$ cat src/rtl/pipe_mem_ctrl_pkg.sv
// Shared pipeline definitions for the memory stage: access-size encodings and
// the sequencer state type.
package pipe_mem_ctrl_pkg;

  localparam logic [1:0] SZ_BYTE = 2'b00;
  localparam logic [1:0] SZ_HALF = 2'b01;
  localparam logic [1:0] SZ_WORD = 2'b10;

  typedef enum logic [1:0] {
    StIdle = 2'b00,
    StWait = 2'b01,
    StErr  = 2'b10
  } mem_state_e;

endpackage

$ cat src/rtl/pipe_mem_fmt.sv
// Combinational lane logic: byte enables, store-lane replication, load lane
// extraction with sign/zero extension, and alignment check.
module pipe_mem_fmt
  import pipe_mem_ctrl_pkg::*;
(
  input  logic [1:0]  size_i,
  input  logic        sign_i,
  input  logic [1:0]  addr_lo_i,
  input  logic [31:0] wdata_i,
  input  logic [31:0] rdata_i,
  output logic [3:0]  be_o,
  output logic [31:0] wdata_o,
  output logic [31:0] load_o,
  output logic        misalign_o
);

  logic [31:0] rd_shift;
  logic [7:0]  rd_byte;
  logic [15:0] rd_half;

  always_comb begin
    rd_shift   = rdata_i >> {addr_lo_i, 3'b000};
    rd_byte    = rd_shift[7:0];
    rd_half    = addr_lo_i[1] ? rdata_i[31:16] : rdata_i[15:0];
    be_o       = 4'b1111;
    wdata_o    = wdata_i;
    load_o     = rdata_i;
    misalign_o = 1'b0;
    case (size_i)
      SZ_BYTE: begin
        be_o    = 4'b0001 << addr_lo_i;
        wdata_o = {4{wdata_i[7:0]}};
        load_o  = {{24{sign_i & rd_byte[7]}}, rd_byte};
      end
      SZ_HALF: begin
        be_o       = addr_lo_i[1] ? 4'b1100 : 4'b0011;
        wdata_o    = {2{wdata_i[15:0]}};
        load_o     = {{16{sign_i & rd_half[15]}}, rd_half};
        misalign_o = addr_lo_i[0];
      end
      // SZ_WORD and the reserved 2'b11 encoding both behave as word
      default: begin
        misalign_o = |addr_lo_i;
      end
    endcase
  end

endmodule

$ cat src/rtl/pipe_mem_ctrl.sv
// Memory-stage sequencer: data-memory handshake, pipeline freeze, bus timeout,
// alignment fault and stall-cycle performance counter.
module pipe_mem_ctrl
  import pipe_mem_ctrl_pkg::*;
#(
  parameter int unsigned TIMEOUT = 16,
  parameter int unsigned CNT_W   = 32
) (
  input  logic             in_clk,
  input  logic             in_rst,
  input  logic             in_mem_ren,
  input  logic             in_mem_wen,
  input  logic [1:0]       in_size,
  input  logic             in_sign,
  input  logic [31:0]      in_addr,
  input  logic [31:0]      in_wdata,
  input  logic             in_dmem_ack,
  input  logic [31:0]      in_dmem_rdata,
  output logic             out_dmem_req,
  output logic             out_dmem_we,
  output logic [31:0]      out_dmem_addr,
  output logic [3:0]       out_dmem_be,
  output logic [31:0]      out_dmem_wdata,
  output logic             out_stall,
  output logic             out_wb_kill,
  output logic [31:0]      out_load_data,
  output logic             out_addr_err,
  output logic             out_bus_err,
  output logic [CNT_W-1:0] out_stall_cycles
);

  localparam int unsigned     TmoW    = $clog2(TIMEOUT);
  localparam logic [TmoW-1:0] TmoLast = TmoW'(TIMEOUT - 2);

  mem_state_e       state_q;
  logic [TmoW-1:0]  tmo_q;
  logic [CNT_W-1:0] perf_q;

  logic        acc, is_load, misalign;
  logic        req, stall, kill, addr_err, bus_err;
  logic [3:0]  fmt_be;
  logic [31:0] fmt_wdata, fmt_load;

  assign acc     = in_mem_ren | in_mem_wen;
  assign is_load = in_mem_ren & ~in_mem_wen;

  pipe_mem_fmt u_fmt (
    .size_i     (in_size),
    .sign_i     (in_sign),
    .addr_lo_i  (in_addr[1:0]),
    .wdata_i    (in_wdata),
    .rdata_i    (in_dmem_rdata),
    .be_o       (fmt_be),
    .wdata_o    (fmt_wdata),
    .load_o     (fmt_load),
    .misalign_o (misalign)
  );

  // Gated by reset so an asserted reset drops the request combinationally.
  always_comb begin
    req      = 1'b0;
    stall    = 1'b0;
    kill     = 1'b0;
    addr_err = 1'b0;
    bus_err  = 1'b0;
    if (!in_rst) begin
      unique case (state_q)
        StIdle: begin
          if (acc && misalign) begin
            addr_err = 1'b1;
            kill     = 1'b1;
          end else if (acc) begin
            req   = 1'b1;
            stall = ~in_dmem_ack;
          end
        end
        StWait: begin
          req   = 1'b1;
          stall = ~in_dmem_ack;
        end
        StErr: begin
          bus_err = 1'b1;
          kill    = 1'b1;
        end
        default: ;
      endcase
    end
  end

  always_ff @(posedge in_clk or posedge in_rst) begin
    if (in_rst) begin
      state_q <= StIdle;
      tmo_q   <= '0;
      perf_q  <= '0;
    end else begin
      if (stall && (perf_q != {CNT_W{1'b1}})) begin
        perf_q <= perf_q + 1'b1;
      end
      unique case (state_q)
        StIdle: begin
          if (req && !in_dmem_ack) begin
            state_q <= StWait;
            tmo_q   <= '0;
          end
        end
        StWait: begin
          if (in_dmem_ack) begin
            state_q <= StIdle;
          end else if (tmo_q == TmoLast) begin
            state_q <= StErr;
          end else begin
            tmo_q <= tmo_q + 1'b1;
          end
        end
        StErr:   state_q <= StIdle;
        default: state_q <= StIdle;
      endcase
    end
  end

  assign out_dmem_req     = req;
  assign out_dmem_we      = req & in_mem_wen;
  assign out_dmem_addr    = req ? {in_addr[31:2], 2'b00} : 32'h0;
  assign out_dmem_be      = req ? fmt_be : 4'b0000;
  assign out_dmem_wdata   = out_dmem_we ? fmt_wdata : 32'h0;
  assign out_stall        = stall;
  assign out_wb_kill      = kill;
  assign out_load_data    = (req && in_dmem_ack && is_load) ? fmt_load : 32'h0;
  assign out_addr_err     = addr_err;
  assign out_bus_err      = bus_err;
  assign out_stall_cycles = perf_q;

endmodule

$ cat config.mk
export PLATFORM = sky130hd
export DESIGN_NAME = pipe_mem_ctrl
export DESIGN_NICKNAME = d
export VERILOG_FILES = /design/src/rtl/pipe_mem_ctrl_pkg.sv /design/src/rtl/pipe_mem_fmt.sv /design/src/rtl/pipe_mem_ctrl.sv
export SDC_FILE = /design/constraint.sdc
export NUM_CORES = 1
export LEC_CHECK = 0
export ABC_AREA = 1
export ABC_CLOCK_PERIOD_IN_PS = 2550
export BUFFER_PORTS_ARGS = -buffer_cell sky130_fd_sc_hd__buf_2
export CORE_ASPECT_RATIO = 0.9
export CORE_MARGIN = 10
export CORE_UTILIZATION = 45
export CTS_CLUSTER_DIAMETER = 200
export DETAILED_ROUTE_END_ITERATION = 6
export PLACE_DENSITY = 0.82
export SLEW_MARGIN = 10
export SYNTH_ARGS = -nofsm -noshare
export SYNTH_HDL_FRONTEND = slang
export SYNTH_SLANG_ARGS = --single-unit
$ cat constraint.sdc
create_clock -name in_clk -period 2.55 [get_ports in_clk]
set_clock_uncertainty 0.2 [all_clocks]
set_input_delay 0.255 -clock in_clk [delete_from_list [all_inputs] [get_ports in_clk]]
set_output_delay 0.255 -clock in_clk [all_outputs]
set_load 0.01 [all_outputs]
==> metrics <==
outcome finished clean; fin cells 1,107; hpwl dp 14,000 um; ys flop type dfrtp_1; CTS HTree Levels 2; largest family of logic cells by synthesized area simple AND/OR/NAND/NOR gates; # rows 33; final hold vios 0; Hold WS 266 ps; Fmax 411 MHz; Routed Antenna Nets 0; die width 122 um; Synth Area in Adders less than 1%; Final Cycle Share 95.4%; worst path buffer plus inverter count 6; RSZ-0062 raised after global routing no; Crit Path Max Fanout 8; most instantiated cells after synthesis nand2_1, nor2_1, inv_1; vias per cell 4.91; register area share after synthesis 22.7%; clock latency on the worst-skew pair approximately 300 ps; vias in the first global route 4,962; number of setup violations in the final report 0; Initial Utilization 46.1%; clock buffer count from CTS 5; max-cap viol count 0; fillers just over 900; Placed Cells 1,096; P per Cell Area 348 mW/mm2; via count ~5,400; Hold Crit Class input port to async pin; async set-or-reset flop fraction in the synthesized netlist between 90% and 100%; post-route setup TNS 0 ps; clock buffer depth 2; height of the die approximately 110 um; Final Util between 60% and 70%; routed len/inst 15.4 um; GR peak layer met2; core box area 0.00908 mm2; slowest cell on the critical path dlygate4sd3_1; Remaining DRCs 0; Unique masters post-synth 35; Post-Synth Simple-Gate Area 56.0%; share of the synthesized area in the top cell type 25.6%; crit path cell chain dlygate4sd3_1 > buf_2 > inv_1 > nor3_2 > inv_1 > nor2_8 > clkinvlp_4 > nor2_1 > buf_2; port bufs 239; Startpoint Class input port; antenna violations before repair 1; Slew headroom 51.9%; # diodes 0; number of enable flip-flop cells after synthesis 0; Clock Pin Slew Worst Setup and Hold Paths ~70 ps; Layout area overhead 34.0%; fin nets 1,092; peak supply drop 0.485 mV; CP max stage delay roughly 520 ps; post-synthesis compound-gate area fraction 5.76%; Setup CP Type input port to primary output; Final min period 2430 ps; global-route wire length before repair about 27,000 um; Clock Tree Root clkbuf_8; IO Count 242; Synth area leaders nand2_1, dfrtp_1, nor2_1; Data arrival, critical path 1980 ps; Tot GR Track Use 24.0%; Crit. End Element primary output; 1st-pass router iterations 5; share of layout cells above drive strength 1 30.6%; WL final 17,100 um; First DRT Iteration DRCs about 380; synthesized area between 0.004 and 0.005 mm2; gpl congestion 1.01; Post-Syn Area per Cell 5.59 um2; die area 0.0136 mm2; Ys Warns 0; Crit path max-delay family buffers and inverters; CTS tree yes; largest net degree at the start of global routing 37; data required time of the worst path 2100 ps; worst-margin pin slew 721 ps; most common cell in the netlist nand2_1; clock sinks 38; Final Max Tran Viols 0; GR Util met3 approximately 5.8%; grt total ovfl 0; Synth area leader nand2_1; met1 GRT Util 30.2%; Post-Syn Instances 750; register bit total from synthesis 38; mux contribution to synthesized area 0%; GRT met2 Usage around 40%; P_leak approximately 3.5 nW; xor-xnor portion of the synthesized cell area 3.55%
layout by cell type (no fill, tap or decap), types with 2 or more instances in the layout:
| master | n |
|---|---|
| a21oi_1 | 18 |
| nand2_1 | 285 |
| ha_1 | 3 |
| nand3b_1 | 15 |
| inv_2 | 7 |
| dlygate4sd3_1 | 2 |
| xnor2_1 | 7 |
| nand2_2 | 4 |
| o21ai_0 | 17 |
| nor2_4 | 12 |
| dfrtp_1 | 38 |
| nand4_1 | 3 |
| buf_2 | 239 |
| clkbuf_8 | 6 |
| inv_1 | 69 |
| nand3_2 | 5 |
| buf_4 | 10 |
| nor2_1 | 184 |
| xor2_1 | 10 |
| nor2_2 | 3 |
| nand2_4 | 5 |
| conb_1 | 2 |
| nand3_1 | 25 |
worst min-delay path, delay by kind of cell:
family	cells	cell delay [ps]
buf+inv	3	870
cell type report:
class	count	area [um2]	share of cell area (%)
Multi-Input combinational cell	610	2800	49.9
Timing Repair Buffer	252	1300	23.2
Sequential cell	38	951	16.9
Inverter	78	297	5.28
Tap cell	122	153	2.72
Clock buffer	6	82.6	1.47
Clock inverter	1	30.0	0.535
power breakdown:
| group | switching [mW] | total [mW] | leakage [nW] | internal (mW) |
|---|---|---|---|---|
| Sequential | 0.0696 | 0.717 | 0.524 | 0.647 |
| Combinational | 0.434 | 0.703 | 2.97 | 0.269 |
| Clock | 0.223 | 0.536 | 0.0573 | 0.313 |
| Total | 0.727 | 1.96 | 3.55 | 1.23 |
logic make-up after synthesis:
group                      after synthesis
and+or+nand+nor                        546
buffers and inverters                  103
AOI/OAI and AO/OA                       42
DFF                                     38
xor gates and xnor gates                17
adders and majority gates                3
other                                    1
what timing repair did:
item,CTS,global route
buffers inserted,0,2
hold buffers,2,0
endpoints found under the setup margin,0,31
gates resized for setup,0,6
endpoints found under the hold margin,4,0
final timing paths:
path	start	endpoint	slack, ps	cells after the start
worst max-delay path	in_dmem_ack	out_load_data[7]	120	9
worst min-delay path	in_rst	tmo_q[1]$_DFFE_PP0P_	270	3
worst max register to register	out_stall_cycles[0]$_DFFE_PP0P_	out_stall_cycles[23]$_DFFE_PP0P_	230	10
worst min register to register	tmo_q[0]$_DFFE_PP0P_	tmo_q[0]$_DFFE_PP0P_	370	2
max in group asynchronous	in_rst	out_stall_cycles[24]$_DFFE_PP0P_	1170	4
min in group in_clk	tmo_q[0]$_DFFE_PP0P_	tmo_q[0]$_DFFE_PP0P_	370	2
per-layer routing:
layer / part of all wire (%) / up-vias
met5: 0.088 / -
met4: 2.0 / 2
met3: 8.7 / 27
met2: 48 / 240
met1: 41 / 2429
li1: - / 2734
metrics by stage:
stage / power, mW / instance area (um2) / setup slack, ps
3_3_place_gp: 1.41 / 5440 / 323
5_1_grt: 2.09 / 5610 / 4.38
4_1_cts: 1.96 / 5570 / 17.0
3_5_place_dp: 1.42 / 5440 / 274
6_report: 1.96 / 5610 / 118
2_1_floorplan: 1.15 / 4190 / 228
registers in the layout, indices dropped and copies added, names as in the netlist:
register          flops
out_stall_cycles     32
tmo_q                 4
state_q               2
No activity file was read; power rests on OpenSTA's default activity.
